**src/rtl/pong_game_ctrl.sv**
```systemverilog
// Pong game sequencer: miss detection, scoring and IDLE/SERVE/RUNNING/GAME_OVER phasing.
// All outputs registered; state, scores and enables change on the same clock edge.
module pong_game_ctrl #(
  parameter int c_GAME_WIDTH    = 40,
  parameter int c_GAME_HEIGHT   = 30,
  parameter int c_PADDLE_HEIGHT = 5,
  parameter int c_P1_PADDLE_X   = 0,
  parameter int c_SCORE_LIMIT   = 9,
  parameter int c_SERVE_DELAY   = 25000000
) (
  input  logic       i_Clk,
  input  logic       i_Rst,
  input  logic       i_Start,
  input  logic [5:0] i_Ball_X,
  input  logic [5:0] i_Ball_Y,
  input  logic [5:0] i_P1_Paddle_Y,
  input  logic [5:0] i_P2_Paddle_Y,
  output logic       o_Game_Active,
  output logic       o_Ball_Reset,
  output logic [3:0] o_P1_Score,
  output logic [3:0] o_P2_Score,
  output logic [1:0] o_Winner,
  output logic [2:0] o_State
);

  localparam int CW = $clog2(c_SERVE_DELAY + 1);
  localparam logic [CW-1:0] SERVE_LAST = CW'(c_SERVE_DELAY - 1);
  localparam logic [3:0]    LIMIT      = 4'(c_SCORE_LIMIT);
  localparam logic [5:0]    P1_COL     = 6'(c_P1_PADDLE_X);
  localparam logic [5:0]    P2_COL     = 6'(c_GAME_WIDTH - 1);

  typedef enum logic [2:0] {
    IDLE      = 3'd0,
    SERVE     = 3'd1,
    RUNNING   = 3'd2,
    GAME_OVER = 3'd3
  } state_t;

  state_t        state;
  logic          start_q;
  logic [CW-1:0] serve_cnt;

  logic       start_evt;
  logic [6:0] ball_y7, p1_top, p2_top, p1_bot, p2_bot;
  logic       p1_miss, p2_miss;
  logic [3:0] p1_inc, p2_inc;

  assign start_evt = i_Start & ~start_q;

  // Paddle spans are evaluated at 7 bits so top+height never wraps.
  assign ball_y7 = {1'b0, i_Ball_Y};
  assign p1_top  = {1'b0, i_P1_Paddle_Y};
  assign p2_top  = {1'b0, i_P2_Paddle_Y};
  assign p1_bot  = p1_top + 7'(c_PADDLE_HEIGHT);
  assign p2_bot  = p2_top + 7'(c_PADDLE_HEIGHT);
  assign p1_miss = (i_Ball_X == P1_COL) && ((ball_y7 < p1_top) || (ball_y7 > p1_bot));
  assign p2_miss = (i_Ball_X == P2_COL) && ((ball_y7 < p2_top) || (ball_y7 > p2_bot));

  assign p1_inc  = (o_P1_Score < LIMIT) ? o_P1_Score + 4'd1 : o_P1_Score;
  assign p2_inc  = (o_P2_Score < LIMIT) ? o_P2_Score + 4'd1 : o_P2_Score;
  assign o_State = state;

  always_ff @(posedge i_Clk) begin
    if (i_Rst) begin
      state         <= IDLE;
      start_q       <= 1'b0;
      serve_cnt     <= '0;
      o_P1_Score    <= 4'd0;
      o_P2_Score    <= 4'd0;
      o_Winner      <= 2'b00;
      o_Game_Active <= 1'b0;
      o_Ball_Reset  <= 1'b1;
    end else begin
      start_q <= i_Start;
      case (state)
        IDLE, GAME_OVER: begin
          o_Game_Active <= 1'b0;
          o_Ball_Reset  <= 1'b1;
          if (start_evt) begin
            state      <= SERVE;
            serve_cnt  <= '0;
            o_P1_Score <= 4'd0;
            o_P2_Score <= 4'd0;
            o_Winner   <= 2'b00;
          end
        end
        SERVE: begin
          if (serve_cnt == SERVE_LAST) begin
            state         <= RUNNING;
            serve_cnt     <= '0;
            o_Game_Active <= 1'b1;
            o_Ball_Reset  <= 1'b0;
          end else begin
            serve_cnt <= serve_cnt + 1'b1;
          end
        end
        RUNNING: begin
          // P1 miss takes priority when both columns coincide.
          if (p1_miss || p2_miss) begin
            o_Game_Active <= 1'b0;
            o_Ball_Reset  <= 1'b1;
            serve_cnt     <= '0;
            if (p1_miss) begin
              o_P2_Score <= p2_inc;
              if (p2_inc == LIMIT) begin
                state    <= GAME_OVER;
                o_Winner <= 2'b10;
              end else begin
                state <= SERVE;
              end
            end else begin
              o_P1_Score <= p1_inc;
              if (p1_inc == LIMIT) begin
                state    <= GAME_OVER;
                o_Winner <= 2'b01;
              end else begin
                state <= SERVE;
              end
            end
          end
        end
        default: begin
          state         <= IDLE;
          serve_cnt     <= '0;
          o_Game_Active <= 1'b0;
          o_Ball_Reset  <= 1'b1;
        end
      endcase
    end
  end

endmodule

```
**config.mk**
```make
export PLATFORM = sky130hd
export DESIGN_NAME = pong_game_ctrl
export DESIGN_NICKNAME = d
export VERILOG_FILES = /design/src/rtl/pong_game_ctrl.sv
export SDC_FILE = /design/constraint.sdc
export NUM_CORES = 1
export LEC_CHECK = 0
export BUFFER_PORTS_ARGS = -buffer_cell sky130_fd_sc_hd__buf_2
export CAP_MARGIN = 20
export CELL_PAD_IN_SITES_DETAIL_PLACEMENT = 1
export CELL_PAD_IN_SITES_GLOBAL_PLACEMENT = 1
export CORE_MARGIN = 4
export CORE_UTILIZATION = 35
export CTS_CLUSTER_DIAMETER = 60
export CTS_CLUSTER_SIZE = 16
export DETAILED_ROUTE_END_ITERATION = 12
export GPL_TIMING_DRIVEN = 0
export PLACE_DENSITY = 0.64
export SYNTH_ARGS = -nofsm -noshare
export SYNTH_HDL_FRONTEND = slang
export SYNTH_SLANG_ARGS = --single-unit
```
**constraint.sdc**
```tcl
create_clock -name i_Clk -period 7.2 [get_ports i_Clk]
set_clock_uncertainty 0.1 [all_clocks]
set_input_delay 1.44 -clock i_Clk [delete_from_list [all_inputs] [get_ports i_Clk]]
set_output_delay 1.44 -clock i_Clk [all_outputs]
set_load 0.01 [all_outputs]
```
* Word-level counts from Yosys, hierarchy flattened
Cells that the tools add are included.
Cells by class: add/sub/neg operators 5, $lt $le $gt $ge 6, equal/unequal tests 14, multiplexer cells 32, bitwise logic cells 2, reduce and logical (&&, ||, !) cells 15
Operators with widths (count):
- $mux W25 | 3
- $pmux W25 S3 | 1
- $mux W4 | 7
- $add A25 B1 Y25 const B | 1
- $eq A25 B25 Y1 const B | 1
- $pmux W4 S2 | 2
- $add A6 B3 Y7 const B | 2
- $gt A6 B7 Y1 | 2
- $mux W2 | 7
- $lt A6 B6 Y1 | 2
- $mux W3 | 4
- $ne A2 B2 Y1 const B | 5
- $pmux W3 S3 | 1
- $add A4 B1 Y4 const B | 2
- $eq A4 B4 Y1 const B | 2
- $lt A4 B4 Y1 const B | 2
- $reduce_and A4 Y1 | 2
- $eq A3 B2 Y1 const B | 2
- $eq A6 B6 Y1 const B | 1
- $logic_not A6 Y1 | 1
- $ne A3 B3 Y1 const B | 2
- $reduce_and A5 Y1 | 1
- $mux W1 | 4
- $pmux W1 S2 | 2
- 11 further kinds | 15
Word-level totals: register bits after elaboration 41, logic and storage cells 82

* Logic depth before layout (Yosys ltp)
Gate-level depths: netlist of the first run.
word-level depth 7, mapped depth 13

* Worst setup path before layout of the first run
OpenSTA, ideal clock, no wires.
path type input -> register, start in i_P2_Paddle_Y[0], end reg serve_cnt[16], library setup time 70 ps, arrival 3872 ps, data required time 7030 ps, slack 3158 ps, stages 11, cell sequence ha_1 o21ai_0 xnor2_1 ha_1 a211oi_1 a21oi_1 a211oi_4 a21oi_2 a21o_1 buf_2 a21oi_1
On the way: word-level cells in the longest chain between the ends 7
RTL lines:
- from (decl) | RTL line 17 | input logic [5:0] i_P2_Paddle_Y,
- $add A6 B3 Y7 | RTL line 55 | assign p2_bot = p2_top + 7'(c_PADDLE_HEIGHT);
- $gt A6 B7 Y1 | RTL line 57 | assign p2_miss = (i_Ball_X == P2_COL) && ((ball_y7 < p2_top) || (ball_y7 > p2_bot));
- $logic_or A1 B1 Y1 * | RTL line 57
- $logic_and A1 B1 Y1 * | RTL line 57
- $logic_or A1 B1 Y1 * | RTL line 99 | if (p1_miss || p2_miss) begin
- $ne A2 B2 Y1 (no line) *
- $reduce_and A2 Y1 (no line) *
- to (signal assigned) | RTL line 94 | serve_cnt <= serve_cnt + 1'b1;
- to (decl) | RTL line 41 | logic [CW-1:0] serve_cnt;
Every way passes the cells marked *; elsewhere a longest branch is shown, timed or not. A chain may end at the register's enable or synchronous reset.

* Final worst setup path of the first run
start in i_P2_Paddle_Y[0], end reg serve_cnt[19]
Same word-level chain as after synthesis.

==> results of run 1 <==
==> power groups by stage <==
stage / Combinational (mW) / Sequential, mW / Clock, mW
after floorplan: 0.193 / 0.252 / 0
after global placement: 0.277 / 0.249 / 0
after detailed placement: 0.283 / 0.251 / 0
after CTS: 0.285 / 0.246 / 0.172
after global routing: 0.313 / 0.247 / 0.183
final: 0.281 / 0.245 / 0.167
==> area by class of cell <==
type                    instances  area [µm²]
fillers                      1011        4860
clock buffers                   6        82.6
well taps                     105         131
inverters                      32         120
repair buffers                 40         200
multi-input cells             275        2050
plain buffers                  12        80.1
flip-flops and latches         40         801
clock inverters                 2        15.0
==> cells by family after synthesis <==
kind of cell | count (synthesis) | share of synthesized area, %
AND/OR/NAND/NOR | 119 | 20.9
buffers and inverters | 44 | 6.56
flip-flops | 40 | 26.3
AO/OA/AOI/OAI | 94 | 24.1
multiplexers | 3 | 1.19
XOR/XNOR | 24 | 6.89
adder cells (fa/ha/maj) | 34 | 13.9
other | 1 | 0.123
==> cells in the final DEF (no fill, tap or decap), types with 4 or more instances in the layout <==
master,count
sky130_fd_sc_hd__xnor2_1,22
sky130_fd_sc_hd__a2111oi_2,6
sky130_fd_sc_hd__nand3_1,15
sky130_fd_sc_hd__a21oi_1,26
sky130_fd_sc_hd__o21ai_0,18
sky130_fd_sc_hd__nor2_1,28
sky130_fd_sc_hd__inv_1,32
sky130_fd_sc_hd__a21o_1,4
sky130_fd_sc_hd__nand4_1,12
sky130_fd_sc_hd__and4_1,5
sky130_fd_sc_hd__nand2_1,24
sky130_fd_sc_hd__or3_1,4
sky130_fd_sc_hd__ha_1,34
sky130_fd_sc_hd__a211oi_1,8
sky130_fd_sc_hd__clkbuf_8,6
sky130_fd_sc_hd__buf_2,43
sky130_fd_sc_hd__nand2b_1,5
sky130_fd_sc_hd__and3_1,4
sky130_fd_sc_hd__dfxtp_1,40
==> per-layer routing <==
layer / GRT usage (%) / wire [µm] / part of all wire [%] / vias to the layer above
met1: 22.7 / 4080 / 48 / 1376
li1: - / - / - / 1399
met3: 2.75 / 227 / 2.7 / 11
met4: 4.09 / 104 / 1.2 / 0
met5: 0 / 0 / 0 / -
met2: 30.2 / 4050 / 48 / 40
==> how the worst max path moves through the flow <==
stage | startpoint | endpoint | slack [ps] | cells after the start
floorplan | i_P2_Paddle_Y[0] | serve_cnt[16] | 3160 | 11
global placement | i_P2_Paddle_Y[0] | serve_cnt[19] | 2560 | 12
detailed placement | i_P2_Paddle_Y[0] | serve_cnt[19] | 2470 | 12
CTS | i_P2_Paddle_Y[0] | serve_cnt[19] | 2780 | 12
global route | i_P2_Paddle_Y[0] | serve_cnt[19] | 2550 | 12
finish | i_P2_Paddle_Y[0] | serve_cnt[19] | 2820 | 12
==> stage by stage <==
step | hold slack [ps] | total power [mW] | instance area, µm²
floorplan | 348 | 0.445 | 3050
global placement | 333 | 0.526 | 3380
detailed placement | 340 | 0.534 | 3380
CTS | 365 | 0.702 | 3480
global route | 391 | 0.743 | 3480
finish | 359 | 0.693 | 3480
==> synthesized netlist by cell type (all sizes together), types with 4 or more instances <==
master    n  area share, %
a2111oi   8            4.8
a211oi   11            3.7
a21o      4           0.98
a21oi    27            4.6
and3      4           0.82
and4      5            1.4
buf       9            2.3
dfxtp    40             26
ha       34             14
inv      32            3.9
nand2    24            3.0
nand2b    5            1.0
nand3    15            2.5
nand4    12            2.5
nor2     30            3.9
nor3      5            1.1
o21ai    19            3.1
or3       4           0.82
xnor2    22            6.3
==> flip-flops by register name, summed over array words and instances (netlist names) <==
register	count
o_Ball_Reset	1
o_Game_Active	1
o_P1_Score	4
o_P2_Score	4
o_State	2
o_Winner	2
serve_cnt	25
start_q	1
==> worst max-delay path, cell delays in order <==
cell and delay (ps):
sky130_fd_sc_hd__buf_2 130, sky130_fd_sc_hd__ha_1 240, sky130_fd_sc_hd__o21ai_0 200, sky130_fd_sc_hd__xnor2_1 160
sky130_fd_sc_hd__ha_1 270, sky130_fd_sc_hd__a211oi_1 240, sky130_fd_sc_hd__a21oi_1 160, sky130_fd_sc_hd__a211oi_4 690
sky130_fd_sc_hd__a21oi_2 270, sky130_fd_sc_hd__a21o_1 330, sky130_fd_sc_hd__buf_2 240, sky130_fd_sc_hd__a21oi_1 150
==> results by group, run 1 <==
Outcome
  • Run status: finished, final reports clean

Timing
  • Transition at the pin with the smallest max-transition slack: 731 ps
  • Crit path time final: 4380 ps
  • Setup TNS: 0 ps
  • Worst-case setup margin in the final layout: 2820 ps
  • Final setup violation count: 0
  • Final hold violations: 0
  • Period Utilization, post-route: 60.9%
  • Peak clock frequency supported by timing: 0.228 GHz
  • Count of final max-slew check failures: 0
  • Rel. slew slack: 51.1%
  • Unrepaired setup endpoints after global routing: no

Place
  • HPWL Detailed: 6.74 mm
  • Placed Cells: 504
  • Number of buffers inserted by port buffering: 40
  • Weighted congestion reported at the end of routability-driven placement: 0.775
  • Setup slack at placement: 2470 ps

Logic synthesis
  • Number of enable flip-flop cells after synthesis: 0
  • Cell area after technology mapping: 3050 µm²
  • Main flop type after synthesis: sky130_fd_sc_hd__dfxtp_1
  • Total of flip-flops plus latches after synthesis: 40
  • Asr flop ratio synth: 0%
  • Mean area per synthesized cell: 8.50 µm²
  • Net count after synthesis: 420
  • Cells after Synth: 359
  • Sequential cell area fraction in the yosys report: 26.3%
  • Synth unique cells: 65
  • Count of warnings emitted by yosys: 0

Detailed routing
  • ANT nets after route: 0
  • First-pass detailed-route iteration total: 4
  • Via count of the routed design: 2826
  • Wire length per cell after detailed routing: 16.5 µm
  • Initial DRC Count: 117
  • DR vias/cell: 5.52
  • DRC Markers: 0
  • Aggregate routed wire length: 8.46 mm

Min path
  • Number of stages on the worst hold path: 1
  • Sink of the worst hold path: o_Ball_Reset
  • Launch instance of the worst min-delay path: o_Ball_Reset
  • Worst min path class: reg2reg

Cells and area
  • Final Instance Count excl. Fillers: 512
  • Area Growth Syn to Fin: 14.1%
  • Finished Core Util: 41.7%
  • Layout cell share with drive strength beyond 1: 19.4%
  • Count of inserted antenna diode cells: 0
  • Net count, final: 467

Floorplanning
  • Width of the chip: 101 µm
  • DIE HEIGHT: 101 µm
  • Number of cell rows: 33
  • Core Footprint: 8340 µm²
  • I/O Pins: 42
  • Initial core utilization: 36.6%
  • Area of the die: 10300 µm²

Run
  • Max_cap viols: 0

Critical path
  • R2r startpoint: o_State[0]
  • Worst reg2reg endpoint: serve_cnt[19]
  • Crit path max fanout: 10
  • Kind of start point of the critical path: primary input
  • Worst path required time: 7330 ps
  • Signal arrival time at the worst endpoint: 4520 ps
  • Setup crit end kind: flop
  • Depth of the worst register-to-register path: 8
  • Worst setup path class: in2reg
  • Register-to-register setup slack: 4570 ps

Global route
  • Pin count of the biggest net entering global routing: 14
  • Remaining global-route overflow: 0
  • Number of global-route vias before repair: 3000
  • Global-route wire length before repair: 14.6 mm
  • Gr usage total: 17.5%
  • Antenna violations before repair: 0

Power and ir drop
  • Pwr per Cell Area: 199 nW/µm²
  • Power share of the clock group: 24.1%
  • Logic gate share of total power: 40.6%
  • Maximum vdd drop: 0.118 mV
  • Leakage power total: 1.33 nW
  • Internal power contribution: 0.407 mW
  • Flop pwr share: 35.3%
  • Switching power summed over all nets: 0.286 mW
  • Switching Fraction: 41.3%

Clocking
  • Post-CTS Hold Buffers: 0
  • CTS H-tree depth: 2
  • Clock sink count: 40
  • Clk slew on worst S/H paths: 90 ps
  • Num CTS Buffers: 5
  • Post-CTS setup-driven buffer insertion count: 0
  • Largest buffer count on any clock path: 2
  • CTS tree: done
  • Number of cells upsized or downsized after cts: 0
  • Insertion delay of the later-clocked pin in the worst-skew pair: 300 ps
  • Root buffer selected by CTS: sky130_fd_sc_hd__clkbuf_8
(Power assumes the default switching activity.)
==> inputs of run 2 (changes only) <==
--- a/config.mk
+++ b/config.mk
@@ -15,7 +15,7 @@
 export CTS_CLUSTER_SIZE = 16
 export DETAILED_ROUTE_END_ITERATION = 12
 export GPL_TIMING_DRIVEN = 0
-export PLACE_DENSITY = 0.64
+export PLACE_DENSITY = 0.66
 export SYNTH_ARGS = -nofsm -noshare
 export SYNTH_HDL_FRONTEND = slang
 export SYNTH_SLANG_ARGS = --single-unit
==> constraint.sdc (replaced) <==
create_clock -name i_Clk -period 3.8 [get_ports i_Clk]
set_clock_uncertainty 0.1 [all_clocks]
set_input_delay 0.76 -clock i_Clk [delete_from_list [all_inputs] [get_ports i_Clk]]
set_output_delay 0.76 -clock i_Clk [all_outputs]
set_load 0.01 [all_outputs]
==> run 2 against run 1 <==
Compared with the run above:
- non-clock buffer count increased by 6
- global-route usage is essentially flat
- critical path depth rose by 1
- first-iteration DRC count down 12%
- flip-flop and latch count unchanged
- clock-buffer cell count did not move
- register-to-register slack got worse by 3400 ps
- sequential share of layout area is 0.45 points lower
- combinational power up 100%
- wire length is 0.95% lower
- final area is 2.0% higher
==> results by group, run 2 (synthesized netlist as in run 1, its figures left out) <==
Timing
  • Min Hold Slack: 350 ps
  • Transition at the pin with the smallest max-transition slack: 606 ps
  • Rel. slew slack: 59.6%
  • Crit path time final: 3530 ps
  • Final setup violation count: 0
  • Worst-case setup margin in the final layout: 271 ps
  • Count of final max-slew check failures: 0
  • Final hold violations: 0
  • Period Utilization, post-route: 92.9%
  • Peak clock frequency supported by timing: 0.283 GHz
  • Setup TNS: 0 ps

Power and ir drop
  • Power after layout: 1.41 mW
  • Pwr per Cell Area: 398 nW/µm²
  • Power share of the clock group: 27.1%
  • Flop pwr share: 32.8%
  • Logic gate share of total power: 40.1%
  • Maximum vdd drop: 0.308 mV
  • Switching power summed over all nets: 0.547 mW
  • Switching Fraction: 38.8%
  • Leakage power total: 1.38 nW
  • Internal power contribution: 0.864 mW

Critical path
  • Crit path max fanout: 10
  • Largest incremental delay on the critical path: 420 ps
  • R2r startpoint: o_State[0]
  • Critical path buffers and inverters: 2
  • Setup crit end kind: flop
  • Critical path's slowest cell: sky130_fd_sc_hd__a21oi_2
  • Worst setup path class: in2reg
  • Family with the most delay on the worst path: compound AO/OA/AOI/OAI gates
  • Signal arrival time at the worst endpoint: 3610 ps
  • Sequence of cells on the critical path: buf_2, ha_1, o21ai_0, xnor2_1, ha_1, nand2_1, a211o_1, a21oi_1, a211oi_4, a21oi_2, a21o_1, buf_2, nor2_1
  • Worst setup path start: i_P2_Paddle_Y[0]
  • Worst path required time: 3880 ps
  • Register-to-register setup slack: 1170 ps
  • Kind of start point of the critical path: primary input

Cells and area
  • Area Growth Syn to Fin: 16.3%
  • Layout cell share with drive strength beyond 1: 20.6%
  • Register name with the most flops: serve_cnt
  • Finished Core Util: 42.5%
  • Commonest cells after routing, fill and taps aside: sky130_fd_sc_hd__buf_2, sky130_fd_sc_hd__dfxtp_1, sky130_fd_sc_hd__ha_1, sky130_fd_sc_hd__inv_1, sky130_fd_sc_hd__nor2_1
  • Count of fill cells added during filler insertion: 1026
  • Count of inserted antenna diode cells: 0
  • Max reg flops: 25
  • Largest regs: serve_cnt: 25 flops, o_P1_Score: 4 flops, o_P2_Score: 4 flops
  • Most common cell after layout, fill and taps aside: sky130_fd_sc_hd__buf_2
  • Multi-input gate area: 2050 µm²
  • Net count, final: 473
  • Area taken by flip-flops and latches: 801 µm²

Floorplanning
  • Number of cell rows: 33
  • DIE HEIGHT: 101 µm
  • Core Footprint: 8340 µm²
  • Width of the chip: 101 µm
  • Area of the die: 10300 µm²
  • I/O Pins: 42
  • Initial core utilization: 36.6%

Detailed routing
  • ANT nets after route: 0
  • DR vias/cell: 5.45
  • Wire length per cell after detailed routing: 16.2 µm
  • First-pass detailed-route iteration total: 4
  • Initial DRC Count: 103
  • DRC Markers: 0
  • Aggregate routed wire length: 8.38 mm
  • Via count of the routed design: 2823

Global route
  • Number of global-route vias before repair: 2957
  • Global-route wire length before repair: 14.6 mm
  • Gr usage total: 17.5%
  • Pin count of the biggest net entering global routing: 14
  • Remaining global-route overflow: 0
  • Antenna violations before repair: 0

Outcome
  • Run status: finished, final reports clean

Place
  • HPWL Detailed: 6.53 mm
  • Weighted congestion reported at the end of routability-driven placement: 0.820
  • Setup slack at placement: -189 ps
  • Number of buffers inserted by port buffering: 40

Clocking
  • CTS H-tree depth: 2
  • Root buffer selected by CTS: sky130_fd_sc_hd__clkbuf_8
  • Post-CTS Hold Buffers: 0
  • Insertion delay of the later-clocked pin in the worst-skew pair: 300 ps
  • Clock sink count: 40
  • Num CTS Buffers: 5
  • Largest buffer count on any clock path: 2
  • Clk slew on worst S/H paths: 80 ps
  • CTS tree: done

Min path
  • Launch instance of the worst min-delay path: o_Winner[1]
  • Worst min path class: reg2reg

Run
  • Max_cap viols: 0
==> run 2: cell types whose count changed in the layout (fill, tap and decap cells not counted), sizes merged <==
cell,change
buf,+6
bufinv,+1
clkinv,+1
clkinvlp,-2
==> run 2: worst register-to-register path: stages (launching register included) <==
cell	delay (ps)
sky130_fd_sc_hd__dfxtp_1	410
sky130_fd_sc_hd__inv_1	70
sky130_fd_sc_hd__ha_1	350
sky130_fd_sc_hd__o21ai_0	130
sky130_fd_sc_hd__clkbuf_1	420
sky130_fd_sc_hd__nand2_1	240
sky130_fd_sc_hd__or3_1	510
sky130_fd_sc_hd__a31oi_1	190
sky130_fd_sc_hd__o22a_1	150
==> run 2: power by group through the flow <==
stage	Combinational [mW]	Clock [mW]	Sequential, mW
2_1_floorplan	0.366	0	0.477
3_3_place_gp	0.522	0	0.472
3_5_place_dp	0.536	0	0.474
4_1_cts	0.540	0.393	0.464
5_1_grt	0.634	0.411	0.468
6_report	0.566	0.382	0.464
==> run 2: per-stage QoR <==
| step | instance area [µm²] | instances |
|---|---|---|
| 6_report | 3550 | 518 |
| 5_1_grt | 3550 | 518 |
| 4_1_cts | 3500 | 512 |
| 3_5_place_dp | 3380 | 504 |
| 3_3_place_gp | 3380 | 504 |
| 2_1_floorplan | 3050 | 359 |
==> run 2: worst paths after layout <==
path,to,cells after the start
max,serve_cnt[7],13
min,o_Winner[1],2
max reg2reg,o_P1_Score[2],8
min reg2reg,o_Winner[1],2
==> run 2: repair_timing <==
item | CTS | global route
setup endpoints to repair | 0 | 22
gates resized for setup | 0 | 0
setup buffers | 0 | 6
==> run 2: layout make-up <==
type	count	share of cell area, %
timing repair buffer	46	6.91
clock inverter	2	1.09
multi-input combinational	275	57.8
sequential	40	22.6
inverter	32	3.39
tap	105	3.70
buffer	12	2.26
clock buffer	6	2.33
==> run 2: routing by layer <==
metal  part of all wire (%)  vias up  GRT usage [%]
li1                       -     1412              -
met1                     47     1363           22.9
met2                     49       37           29.6
met3                    2.1       11           2.55
met4                    1.6        0           5.21
met5                      0        -              0
